**config.mk**
```make
export PLATFORM = sky130hd
export DESIGN_NAME = coin_payout
export DESIGN_NICKNAME = d
export VERILOG_FILES = /design/src/rtl/vending_pkg.sv /design/src/rtl/coin_select.sv /design/src/rtl/coin_payout.sv
export SDC_FILE = /design/constraint.sdc
export NUM_CORES = 1
export LEC_CHECK = 0
export CAP_MARGIN = 10
export CORE_UTILIZATION = 30
export CTS_CLUSTER_DIAMETER = 30
export CTS_CLUSTER_SIZE = 10
export DETAILED_ROUTE_END_ITERATION = 8
export PLACE_DENSITY = 0.49
export SLEW_MARGIN = 20
export SYNTH_ARGS = -nofsm -noshare
export SYNTH_HDL_FRONTEND = slang
export SYNTH_SLANG_ARGS = --single-unit
```
**constraint.sdc**
```tcl
create_clock -name clk -period 3.1 [get_ports clk]
set_input_delay 0.93 -clock clk [delete_from_list [all_inputs] [get_ports clk]]
set_output_delay 0.93 -clock clk [all_outputs]
set_load 0.005 [all_outputs]
```
**src/rtl/vending_pkg.sv**
```systemverilog
// vending_pkg: coin codes, coin values and payout FSM state encoding
package vending_pkg;
  localparam logic [1:0] COIN_NONE    = 2'b00;
  localparam logic [1:0] COIN_NICKEL  = 2'b01;
  localparam logic [1:0] COIN_DIME    = 2'b10;
  localparam logic [1:0] COIN_QUARTER = 2'b11;
  localparam logic [8:0] VAL_NICKEL   = 9'd5;
  localparam logic [8:0] VAL_DIME     = 9'd10;
  localparam logic [8:0] VAL_QUARTER  = 9'd25;
  typedef enum logic [1:0] {IDLE, SELECT, WAIT, DONE} state_e;
endpackage

```
**src/rtl/coin_select.sv**
```systemverilog
// coin_select: picks the largest coin that fits the balance and is in stock
module coin_select
  import vending_pkg::*;
#(
  parameter int TUBE_W = 6
) (
  input  logic [8:0]        bal,
  input  logic [TUBE_W-1:0] q_level,
  input  logic [TUBE_W-1:0] d_level,
  input  logic [TUBE_W-1:0] n_level,
  output logic              found,
  output logic [1:0]        code,
  output logic [8:0]        value
);
  logic q_ok, d_ok, n_ok;
  // greedy priority: quarter, then dime, then nickel
  always_comb begin
    q_ok  = bal >= VAL_QUARTER && q_level != '0;
    d_ok  = bal >= VAL_DIME && d_level != '0;
    n_ok  = bal >= VAL_NICKEL && n_level != '0;
    found = q_ok | d_ok | n_ok;
    code  = q_ok ? COIN_QUARTER : d_ok ? COIN_DIME : n_ok ? COIN_NICKEL : COIN_NONE;
    value = q_ok ? VAL_QUARTER : d_ok ? VAL_DIME : n_ok ? VAL_NICKEL : 9'd0;
  end
endmodule

```
**src/rtl/coin_payout.sv**
```systemverilog
// coin_payout: greedy coin-by-coin change payout over a hopper req/ack handshake
module coin_payout
  import vending_pkg::*;
#(
  parameter int TUBE_W      = 6,
  parameter int INIT_Q      = 20,
  parameter int INIT_D      = 20,
  parameter int INIT_N      = 20,
  parameter int ACK_TIMEOUT = 15
) (
  input  logic              clk,
  input  logic              rst_n,
  input  logic              start,
  input  logic [8:0]        amount,
  input  logic              refill,
  output logic [1:0]        eject,
  output logic              eject_req,
  input  logic              eject_ack,
  output logic              busy,
  output logic              done,
  output logic [8:0]        remainder,
  output logic              fault,
  output logic [TUBE_W-1:0] q_level,
  output logic [TUBE_W-1:0] d_level,
  output logic [TUBE_W-1:0] n_level
);
  localparam int CNT_W = $clog2(ACK_TIMEOUT + 1);
  localparam logic [TUBE_W-1:0] TUBE_MAX = '1;
  state_e            state_q;
  logic [8:0]        bal_q, bal_d, val_q, rem_q;
  logic [CNT_W-1:0]  cnt_q;
  logic [1:0]        eject_q;
  logic              req_q, busy_q, done_q, fault_q;
  logic [TUBE_W-1:0] q_level_q, d_level_q, n_level_q;
  logic              sel_found;
  logic [1:0]        sel_code;
  logic [8:0]        sel_value;
  coin_select #(.TUBE_W(TUBE_W)) u_sel (
    .bal    (bal_q),
    .q_level(q_level_q),
    .d_level(d_level_q),
    .n_level(n_level_q),
    .found  (sel_found),
    .code   (sel_code),
    .value  (sel_value)
  );
  // balance after the coin currently offered to the hopper is accepted
  always_comb bal_d = bal_q - val_q;
  // payout FSM with registered handshake, status and tube levels
  always_ff @(posedge clk or negedge rst_n) begin
    if (!rst_n) begin
      state_q   <= IDLE;
      bal_q     <= '0;
      val_q     <= '0;
      rem_q     <= '0;
      cnt_q     <= '0;
      eject_q   <= COIN_NONE;
      req_q     <= 1'b0;
      busy_q    <= 1'b0;
      done_q    <= 1'b0;
      fault_q   <= 1'b0;
      q_level_q <= TUBE_W'(INIT_Q);
      d_level_q <= TUBE_W'(INIT_D);
      n_level_q <= TUBE_W'(INIT_N);
    end else begin
      case (state_q)
        IDLE: begin
          if (refill) begin
            q_level_q <= TUBE_MAX;
            d_level_q <= TUBE_MAX;
            n_level_q <= TUBE_MAX;
          end else if (start) begin
            bal_q   <= amount;
            fault_q <= 1'b0;
            rem_q   <= '0;
            busy_q  <= 1'b1;
            state_q <= SELECT;
          end
        end
        SELECT: begin
          if (sel_found) begin
            eject_q <= sel_code;
            val_q   <= sel_value;
            req_q   <= 1'b1;
            cnt_q   <= '0;
            state_q <= WAIT;
          end else begin
            rem_q   <= bal_q;
            done_q  <= 1'b1;
            state_q <= DONE;
          end
        end
        WAIT: begin
          if (eject_ack) begin
            bal_q     <= bal_d;
            q_level_q <= q_level_q - TUBE_W'(eject_q == COIN_QUARTER);
            d_level_q <= d_level_q - TUBE_W'(eject_q == COIN_DIME);
            n_level_q <= n_level_q - TUBE_W'(eject_q == COIN_NICKEL);
            eject_q   <= COIN_NONE;
            req_q     <= 1'b0;
            state_q   <= SELECT;
          end else if (cnt_q == CNT_W'(ACK_TIMEOUT - 1)) begin
            fault_q <= 1'b1;
            rem_q   <= bal_q;
            eject_q <= COIN_NONE;
            req_q   <= 1'b0;
            done_q  <= 1'b1;
            state_q <= DONE;
          end else begin
            cnt_q <= cnt_q + 1'b1;
          end
        end
        default: begin
          done_q  <= 1'b0;
          busy_q  <= 1'b0;
          state_q <= IDLE;
        end
      endcase
    end
  end
  assign eject     = eject_q;
  assign eject_req = req_q;
  assign busy      = busy_q;
  assign done      = done_q;
  assign remainder = rem_q;
  assign fault     = fault_q;
  assign q_level   = q_level_q;
  assign d_level   = d_level_q;
  assign n_level   = n_level_q;
endmodule

```
==> out/qor.yml, run 1 <==
hold_start: "val_q[3]$_DFFE_PN0P_"
diodes: 0
cts.htree.levels: 2
pre_cts_slack_ns: 0.363
synth_area_sq_um: 3030
clock_latency_ns: 0.31
post_cts_buffers: 0
critical-path-top-delay-family: "simple AND/OR/NAND/NOR gates"
skew_ns: 0.00725
cts_tree: "done"
drive_gt1_share_pct: 8.16
synthXorXnorAreaFrac_pct: 2.60
ys_seq_elements: 53
drc_errors: 0
p_int_w: 0.00173
avgViaCountPerCell: 4.79
yosys_warnings: 0
die-area_sq_um: 10500
io_buffers: 46
rows: 36
p_total_w: 0.00309
cts-buffers-inserted: 5
yosysSeqAreaShare_pct: 44.0
start_util_pct: 31.0
dp_hpwl_um: 5260
synthCells: 345
cap_violations: 0
slowest_delay_ns: 0.51
clock_path_buffers: 2
final_max_slew_viol_count: 0
synth_top_family_by_area: "simple AND/OR/NAND/NOR gates"
cp_slowest_cell: "clkdlybuf4s50_1"
setup.worst_path.start: "eject_ack"
holdPathStages: 1
synth_compound_gate_area_share_pct: 17.9
rsz0062_at_grt: "false"
run_status: "finished clean"
die_w_um: 103
holdPathEnd: "val_q[3]$_DFFE_PN0P_"
worstPathArrival_ns: 2.59
post-route-period-util_pct: 77.0
final.min_clock_period_ns: 2.39
timing.rr.end: "done$_DFFE_PN0P_"
critPathMaxFanout: 4
grt_pass1_wl_um: 11700
fp.dieH_um: 103
holdWs_ns: 0.489
crit_path_start_kind: "primary input"
gp_congestion: 0.777
tns_ns: 0
clk_pin_slew_ns: 0.10
wire_per_inst_um: 13.3
worst_slew_pin_slew_ns: 0.694
crit_path_frequent_cell: "nand2b_1"
finalHoldViolCount: 0
nets: 424
grt_start_max_net_pins: 28
p_sw_share_pct: 43.9
nFillCells: 1036
slew_headroom_pct: 53.7
crit_path_end_kind: "register"
ant_nets: 0
cts_resized: 0
p_per_area_nw_per_um2: 828
setup_viol: 0
core_area_sq_um: 9770
vdd_ir_drop_max_mv: 0.327
synth_edf_count: 0
seqPwrFrac_pct: 36.1
synth_nets: 378
root_buffer: "clkbuf_8"
first_iter_violations: 75
synth-simple-area-share_pct: 21.9
worst_ep_required_time_ns: 3.30
num_vias: 2513
synth-main-ff-cell: "dfrtp_1"
fmax_ghz: 0.419
drt_pass1_iterations: 4
hold_class: "register to register"
synthMuxAreaShare_pct: 0.495
wl_um: 6960
clock_sinks: 53
fin_ws_ns: 0.713
grt_overflow: 0
comb_power_share_pct: 51.3
synthAdderAreaFrac_pct: 8.09
cp.buffers_inverters: 1
pwr-share-clk_pct: 12.6
area_growth_pct: 23.1
async_flop_share_pct: 100
antenna_found_initial: 0
crit_type: "primary input to register"
cts_hold_buf: 0
crit_chain: "clkdlybuf4s50_1 -> nand2b_1 -> o21ai_1 -> nand2b_1 -> nor4_1 -> a21oi_1 -> a311o_1"
ioPinCount: 47
r2r_cells: 6
syn_avg_cell_area_sq_um: 8.79
first_global_vias: 2446
track_usage_pct: 14.6
yosysUniqueCellTypes: 50
leakage_nw: 1.56
switchingPower_w: 0.00136
reg2reg_slack_ns: 0.83
worst_r2r_startpoint: "bal_q[5]$_DFFE_PN0P_"
synth_stat cells, types with 6 or more instances:
cell type	number	area share, %
a21oi_1	20	3.3
a31oi_1	8	1.7
clkbuf_1	11	1.4
dfrtp_1	47	39
dfstp_2	6	5.2
ha_1	18	7.4
inv_1	23	2.8
nand2_1	44	5.4
nand3_1	17	2.8
nor2_1	35	4.3
nor2b_1	7	1.4
nor3_1	6	0.99
o21ai_0	24	4.0
o21ai_1	10	1.7
xor2_1	9	2.6
registers in the layout, summed over array words and instances (netlist names), 2 cells and up:
| signal | cells |
|---|---|
| bal_q | 9 |
| remainder | 9 |
| d_level | 6 |
| n_level | 6 |
| q_level | 6 |
| val_q | 5 |
| cnt_q | 4 |
| eject | 2 |
| state_q | 2 |
through the flow:
stage,utilization [%],cells,area [sq um]
2_1_floorplan,-,345,3030
3_3_place_gp,37.3,517,3650
3_5_place_dp,37.3,517,3650
4_1_cts,38.2,525,3730
5_1_grt,38.2,525,3730
6_report,38.2,525,3730
placed cells by master (no fill, tap or decap), types with 8 or more instances in the layout:
cell type,n
o21ai_1,10
inv_1,23
a21oi_1,19
clkdlybuf4s50_1,45
nand2_1,44
nor2_1,35
xor2_1,9
a31oi_1,8
dfrtp_1,47
o21ai_0,24
nand3_1,17
ha_1,18
cells by family after synthesis:
| group | Yosys count |
|---|---|
| buffers and inverters | 38 |
| multiplexers | 1 |
| AO/OA/AOI/OAI | 87 |
| flip-flops | 53 |
| AND/OR/NAND/NOR | 138 |
| adder cells (fa/ha/maj) | 19 |
| XOR/XNOR | 9 |
worst max-delay path by stage:
stage,to,cells past startpoint,slack (ns)
2_1_floorplan,d_level[3]$_DFFE_PN0P_,7,0.98
3_3_place_gp,bal_q[7]$_DFFE_PN0P_,7,0.44
3_5_place_dp,bal_q[7]$_DFFE_PN0P_,7,0.36
4_1_cts,bal_q[7]$_DFFE_PN0P_,7,0.71
5_1_grt,bal_q[7]$_DFFE_PN0P_,7,0.61
6_report,bal_q[7]$_DFFE_PN0P_,7,0.71
metal layers:
metal	vias up	global-route usage, %	part of all wire, %
li1	1280	-	-
met1	1189	19.2	47
met4	0	5.71	2.6
met3	11	2.37	2.8
met5	-	0	0
met2	33	23.8	48
power groups by stage:
stage	clock (W)	combinational, W	sequential (W)
after floorplan	0	0.00113	0.00107
after global placement	0	0.00158	0.00113
after detailed placement	0	0.00160	0.00113
after CTS	0.000413	0.00161	0.00112
after global routing	0.000434	0.00183	0.00116
final	0.000388	0.00159	0.00112
final cells by class:
class | count | area (sq um) | area share, %
Timing Repair Buffer | 53 | 508 | 13.6
Clock buffer | 5 | 68.8 | 1.84
Multi-Input combinational cell | 254 | 1550 | 41.5
Tap cell | 133 | 166 | 4.46
Sequential cell | 53 | 1330 | 35.7
Clock inverter | 3 | 17.5 | 0.469
Inverter | 24 | 90.1 | 2.41
No activity file was read; power rests on OpenSTA's default activity.
==> inputs of run 2 (changes only) <==
- clock period: 3.1 -> 2.3 ns (I/O delays scaled with it)
==> run 2 against run 1 <==
Clock power increased by 74%; via count up 2.2%; core utilization increased by 1.6 points; critical path type is now register to register; total power is 47% higher; routed wire length increased by 2.1%.
==> out/qor.yml, run 2 (synthesis results as in run 1) <==
crit_path_frequent_cell: "a21oi_1"  # was nand2b_1
first_iter_violations: 89  # was 75
wire_per_inst_um: 13.3  # about the same
die_w_um: 103  # unchanged
ant_nets: 0  # unchanged
p_per_area_nw_per_um2: 1160  # was 828 nW/um^2
wl_um: 7100  # was 6960 um
dp_hpwl_um: 5330  # was 5260 um
num_vias: 2569  # was 2513
drt_pass1_iterations: 4  # unchanged
worst_r2r_startpoint: "bal_q[0]$_DFFE_PN0P_"  # was bal_q[5]$_DFFE_PN0P_
crit_chain: "inv_1 -> ha_1 -> fa_2 -> nor2b_2 -> o21ai_0 -> a21boi_1 -> buf_4 -> o41ai_1 -> a21oi_1 -> a21oi_1"  # was clkdlybuf4s50_1 -> nand2b_1 -> o21ai_1 -> nand2b_1 -> nor4_1 -> a21oi_1 -> a311o_1
first_global_vias: 2583  # was 2446
vdd_ir_drop_max_mv: 0.478  # was 0.327 mV
worstPathArrival_ns: 2.34  # was 2.59 ns
slowest_delay_ns: 0.45  # was 0.51 ns
crit_type: "register to register"  # was primary input to register
cp_slowest_cell: "dfrtp_1"  # was clkdlybuf4s50_1
nets: 435  # was 424
m1WireLength_um: 3410  # was 3280 um
final.min_clock_period_ns: 2.16
critPathMaxFanout: 5  # was 4
drive_gt1_share_pct: 11.4  # was 8.16%
cap_violations: 0  # unchanged
avgViaCountPerCell: 4.79  # about the same
cts-buffers-inserted: 5  # unchanged
cts.htree.levels: 2  # unchanged
io_buffers: 46  # unchanged
grt_overflow: 0  # unchanged
ioPinCount: 47  # unchanged
run_status: "finished clean"  # unchanged
clock_latency_ns: 0.31  # about the same
worst_slew_pin_slew_ns: 0.558  # was 0.694 ns
crit_path_start_kind: "register"  # was primary input
reg2reg_slack_ns: 0.14  # was 0.83 ns
gp_congestion: 0.789  # was 0.777
setup_viol: 0  # unchanged
cts_tree: "done"  # unchanged
top_layer: "met4"  # unchanged
drc_errors: 0  # unchanged
rsz0062_at_grt: "false"  # unchanged
clock_sinks: 53  # unchanged
leakage_nw: 1.64  # was 1.56 nW
p_total_w: 0.00453  # was 0.00309 W
antenna_found_initial: 0  # unchanged
finalHoldViolCount: 0  # unchanged
root_buffer: "clkbuf_8"  # unchanged
wl_met3_um: 189  # was 192 um
place_area_sq_um: 3760  # was 3650 sq um
diodes: 0  # unchanged
hold_class: "primary input to asynchronous set/reset pin"  # was register to register
rows: 36  # unchanged
grt_pass1_wl_um: 12200  # was 11700 um
setup.worst_path.start: "bal_q[0]$_DFFE_PN0P_"  # was eject_ack
worst_ep_required_time_ns: 2.48  # was 3.30 ns
clock_path_buffers: 2  # unchanged
wl_met2_um: 3450  # was 3310 um
fmax_ghz: 0.462
area_growth_pct: 28.4  # was 23.1%
slew_headroom_pct: 62.8  # was 53.7%
clk_pin_slew_ns: 0.11  # was 0.10 ns
core_area_sq_um: 9770  # unchanged
post_cts_buffers: 0  # unchanged
skew_ns: 0.0176  # was 0.00725 ns
fin_area_sq_um: 3890  # was 3730 sq um
track_usage_pct: 14.8  # was 14.6%
die-area_sq_um: 10500  # unchanged
start_util_pct: 31.0  # unchanged
post-route-period-util_pct: 94.1
final_cell_mix: "dfrtp_1, clkdlybuf4s50_1, nand2_1"  # unchanged
fp.dieH_um: 103  # unchanged
crit_path_end_kind: "register"  # unchanged
grt_start_max_net_pins: 33  # was 28
final_common_cell: "dfrtp_1"  # unchanged
final_max_slew_viol_count: 0  # unchanged
run 2: worst paths after layout:
| kind | end | cells past startpoint |
|---|---|---|
| max | bal_q[8]$_DFFE_PN0P_ | 10 |
| min | bal_q[0]$_DFFE_PN0P_ | 1 |
| max reg2reg | bal_q[8]$_DFFE_PN0P_ | 10 |
| min reg2reg | val_q[3]$_DFFE_PN0P_ | 1 |
| max in group asynchronous | d_level[2]$_DFFE_PN1P_ | 2 |
| min in group clk | val_q[3]$_DFFE_PN0P_ | 1 |
run 2: layout make-up:
| cell class | instances | area, sq um |
|---|---|---|
| well taps | 133 | 166 |
| clock buffers | 6 | 82.6 |
| clock inverters | 2 | 37.5 |
| multi-input cells | 254 | 1570 |
| flip-flops and latches | 53 | 1330 |
| repair buffers | 64 | 616 |
| fillers | 1027 | 5880 |
| inverters | 24 | 90.1 |
run 2: worst max-delay path, delay by kind of cell, from the launching register on:
family | cells | cell delay (ns)
fa+ha+maj | 2 | 0.57
compound gates | 5 | 0.63
buf+inv | 2 | 0.24
simple gates | 1 | 0.14
flops | 1 | 0.45
run 2: per-layer routing:
layer,GRT usage [%],vias up
met1,19.3,1223
met2,25.4,34
met4,3.85,0
li1,-,1307
met3,2.44,5
met5,0,-
run 2: through the flow:
stage               utilization (%)  worst slack (ns)  hold slack, ns  TNS, ns  instances
global route                   39.8            0.0113           0.385        0        536
CTS                            39.7            0.0543           0.370        0        536
floorplan                         -             0.265           0.394        0        345
detailed placement             38.4            -0.115           0.475   -0.128        528
global placement               38.4           -0.0475           0.467  -0.0475        528
finish                         39.8             0.136           0.362        0        536
run 2: timing repair:
item / 4_1_cts / 5_1_grt
pin swaps: 0 / 1
setup endpoints to repair: 2 / 14
resized for setup: 1 / 5
hold buffers: 0 / 0
hold endpoints to repair: 0 / 0
run 2: where the power goes:
| group | leakage [nW] | total, W | switching (W) | internal [W] |
|---|---|---|---|---|
| combinational | 0.979 | 0.00240 | 0.00133 | 0.00107 |
| clock | 0.0574 | 0.000674 | 0.000320 | 0.000355 |
| sequential | 0.607 | 0.00145 | 0.000250 | 0.00120 |
| total | 1.64 | 0.00453 | 0.00189 | 0.00263 |
==> inputs of run 3 (changes only) <==
- PLACE_DENSITY: 0.49 -> default
- PLACE_DENSITY_LB_ADDON: default -> 0.12
==> run 3 against run 2 <==
Highest routed layer unchanged; critical path depth is 4 lower; non-clock buffer count unchanged; clock skew fell by 0.011 ns; die area is the same; hold slack improved by 0.013 ns; flip-flop and latch count unchanged.
==> out/qor.yml, run 3 (synthesis results as in run 1) <==
area_growth_pct: 27.8  # was 28.4%
worst_r2r_startpoint: "bal_q[5]$_DFFE_PN0P_"  # was bal_q[0]$_DFFE_PN0P_
fmax_ghz: 0.467  # was 0.462 GHz
cts.htree.levels: 2  # unchanged
dp_hpwl_um: 5160  # was 5330 um
fp.dieH_um: 103  # unchanged
wire_per_inst_um: 13.4  # was 13.3 um
ff_latch_area_sq_um: 1330  # unchanged
die-area_sq_um: 10500  # unchanged
nets: 435  # unchanged
finalNonFillerCells: 536  # unchanged
p_total_w: 0.00448  # was 0.00453 W
core_area_sq_um: 9770  # unchanged
skew_ns: 0.00655  # was 0.0176 ns
rsz0062_at_grt: "false"  # unchanged
grt_overflow: 0  # unchanged
drc_errors: 0  # unchanged
cts-buffers-inserted: 5  # unchanged
slew_headroom_pct: 53.7  # was 62.8%
fin_ws_ns: 0.158  # was 0.136 ns
diodes: 0  # unchanged
track_usage_pct: 14.6  # was 14.8%
antenna_found_initial: 0  # unchanged
critPathMaxFanout: 4  # was 5
place_area_sq_um: 3760  # unchanged
cap_violations: 0  # unchanged
first_iter_violations: 72  # was 89
clock_sinks: 53  # unchanged
clock_latency_ns: 0.30  # was 0.31 ns
nFillCells: 999  # was 1027
slowest_delay_ns: 0.43  # was 0.45 ns
setup_viol: 0  # unchanged
leakage_nw: 1.64  # about the same
gp_congestion: 0.737  # was 0.789
crit_chain: "nor4_4 -> nand4_1 -> a221oi_4 -> nand2b_2 -> nand2_2 -> mux2_4"  # was inv_1 -> ha_1 -> fa_2 -> nor2b_2 -> o21ai_0 -> a21boi_1 -> buf_4 -> o41ai_1 -> a21oi_1 -> a21oi_1
grt_start_max_net_pins: 54  # was 33
post-route-period-util_pct: 93.1  # was 94.1%
hold_class: "primary input to asynchronous set/reset pin"  # unchanged
ant_nets: 0  # unchanged
run_status: "finished clean"  # unchanged
pre_cts_slack_ns: -0.0738  # was -0.115 ns
final_max_slew_viol_count: 0  # unchanged
wl_um: 7180  # was 7100 um
placedCellCount: 528  # unchanged
multi_input_comb_area_sq_um: 1550  # was 1570 sq um
crit_type: "register to register"  # unchanged
cp_slowest_cell: "dfrtp_1"  # unchanged
final_cell_mix: "dfrtp_1, clkdlybuf4s50_1, nand2_1"  # unchanged
avgViaCountPerCell: 4.76  # was 4.79
first_global_vias: 2417  # was 2583
p_per_area_nw_per_um2: 1160  # about the same
crit_path_end_kind: "register"  # unchanged
start_util_pct: 31.0  # unchanged
drt_pass1_iterations: 5  # was 4
num_vias: 2553  # was 2569
final_util_pct: 39.7  # was 39.8%
clk_pin_slew_ns: 0.10  # was 0.11 ns
cts_hold_buf: 0  # unchanged
worstPathArrival_ns: 2.34  # about the same
die_w_um: 103  # unchanged
fin_area_sq_um: 3880  # was 3890 sq um
worst_slew_pin_slew_ns: 0.694  # was 0.558 ns
final.min_clock_period_ns: 2.14  # was 2.16 ns
clock_path_buffers: 2  # unchanged
root_buffer: "clkbuf_8"  # unchanged
io_buffers: 46  # unchanged
crit_path_start_kind: "register"  # unchanged
vdd_ir_drop_max_mv: 0.489  # was 0.478 mV
grt_pass1_wl_um: 11900  # was 12200 um
finalHoldViolCount: 0  # unchanged
final_common_cell: "dfrtp_1"  # unchanged
rows: 36  # unchanged
drive_gt1_share_pct: 10.7  # was 11.4%
setup.worst_path.start: "bal_q[5]$_DFFE_PN0P_"  # was bal_q[0]$_DFFE_PN0P_
cts_tree: "done"  # unchanged
ioPinCount: 47  # unchanged
worst_ep_required_time_ns: 2.50  # was 2.48 ns
[run 3: area by class of cell]
cell class                 instances  area share, %
clock buffer                       7           2.23
clock inverter                     1          0.775
inverter                          24           2.42
multi-input combinational        254           40.0
sequential                        53           34.4
tap                              133           4.29
timing repair buffer              64           15.9
[run 3: final timing paths]
path                                                 end  slack [ns]  cells past startpoint
worst max-delay path                    done$_DFFE_PN0P_        0.16                      6
worst min-delay path            remainder[8]$_DFFE_PN0P_        0.37                      2
worst max register to register          done$_DFFE_PN0P_        0.16                      6
worst min register to register      val_q[3]$_DFFE_PN0P_        0.49                      1
max in group asynchronous         d_level[4]$_DFFE_PN1P_        1.62                      2
min in group clk                    val_q[3]$_DFFE_PN0P_        0.49                      1
[run 3: metrics by stage]
step                      hold WS, ns  TNS [ns]
after floorplan                 0.394         0
final                           0.375         0
after detailed placement        0.476    -0.393
after CTS                       0.380         0
after global placement          0.468   -0.0382
after global routing            0.387         0
[run 3: report_power, final]
group / switching (W) / total, W / internal (W)
sequential: 0.000268 / 0.00147 / 0.00120
clock: 0.000316 / 0.000672 / 0.000356
combinational: 0.00129 / 0.00234 / 0.00105
total: 0.00187 / 0.00448 / 0.00261
[run 3: metal layers]
layer  share of wire [%]  global-route usage, %  routed length [um]  vias to the layer above
li1                    -                      -                   -                     1303
met1                  50                   20.5                3580                     1210
met2                  47                   23.8                3370                       32
met3                 2.2                   2.03                 158                        8
met4                 1.0                   3.63                  74                        0
met5                   0                      0                   0                        -
[run 3: timing repair]
item | CTS | global route
endpoints found under the setup margin | 0 | 22
buffers inserted | 0 | 0
hold endpoints to repair | 0 | 0
gates resized for setup | 0 | 2
[run 3: critical path: cells and delay by family, from the launching register on]
kind	cells	cell delay (ns)
compound gates	1	0.35
flops	1	0.43
mux	1	0.29
simple gates	4	0.95
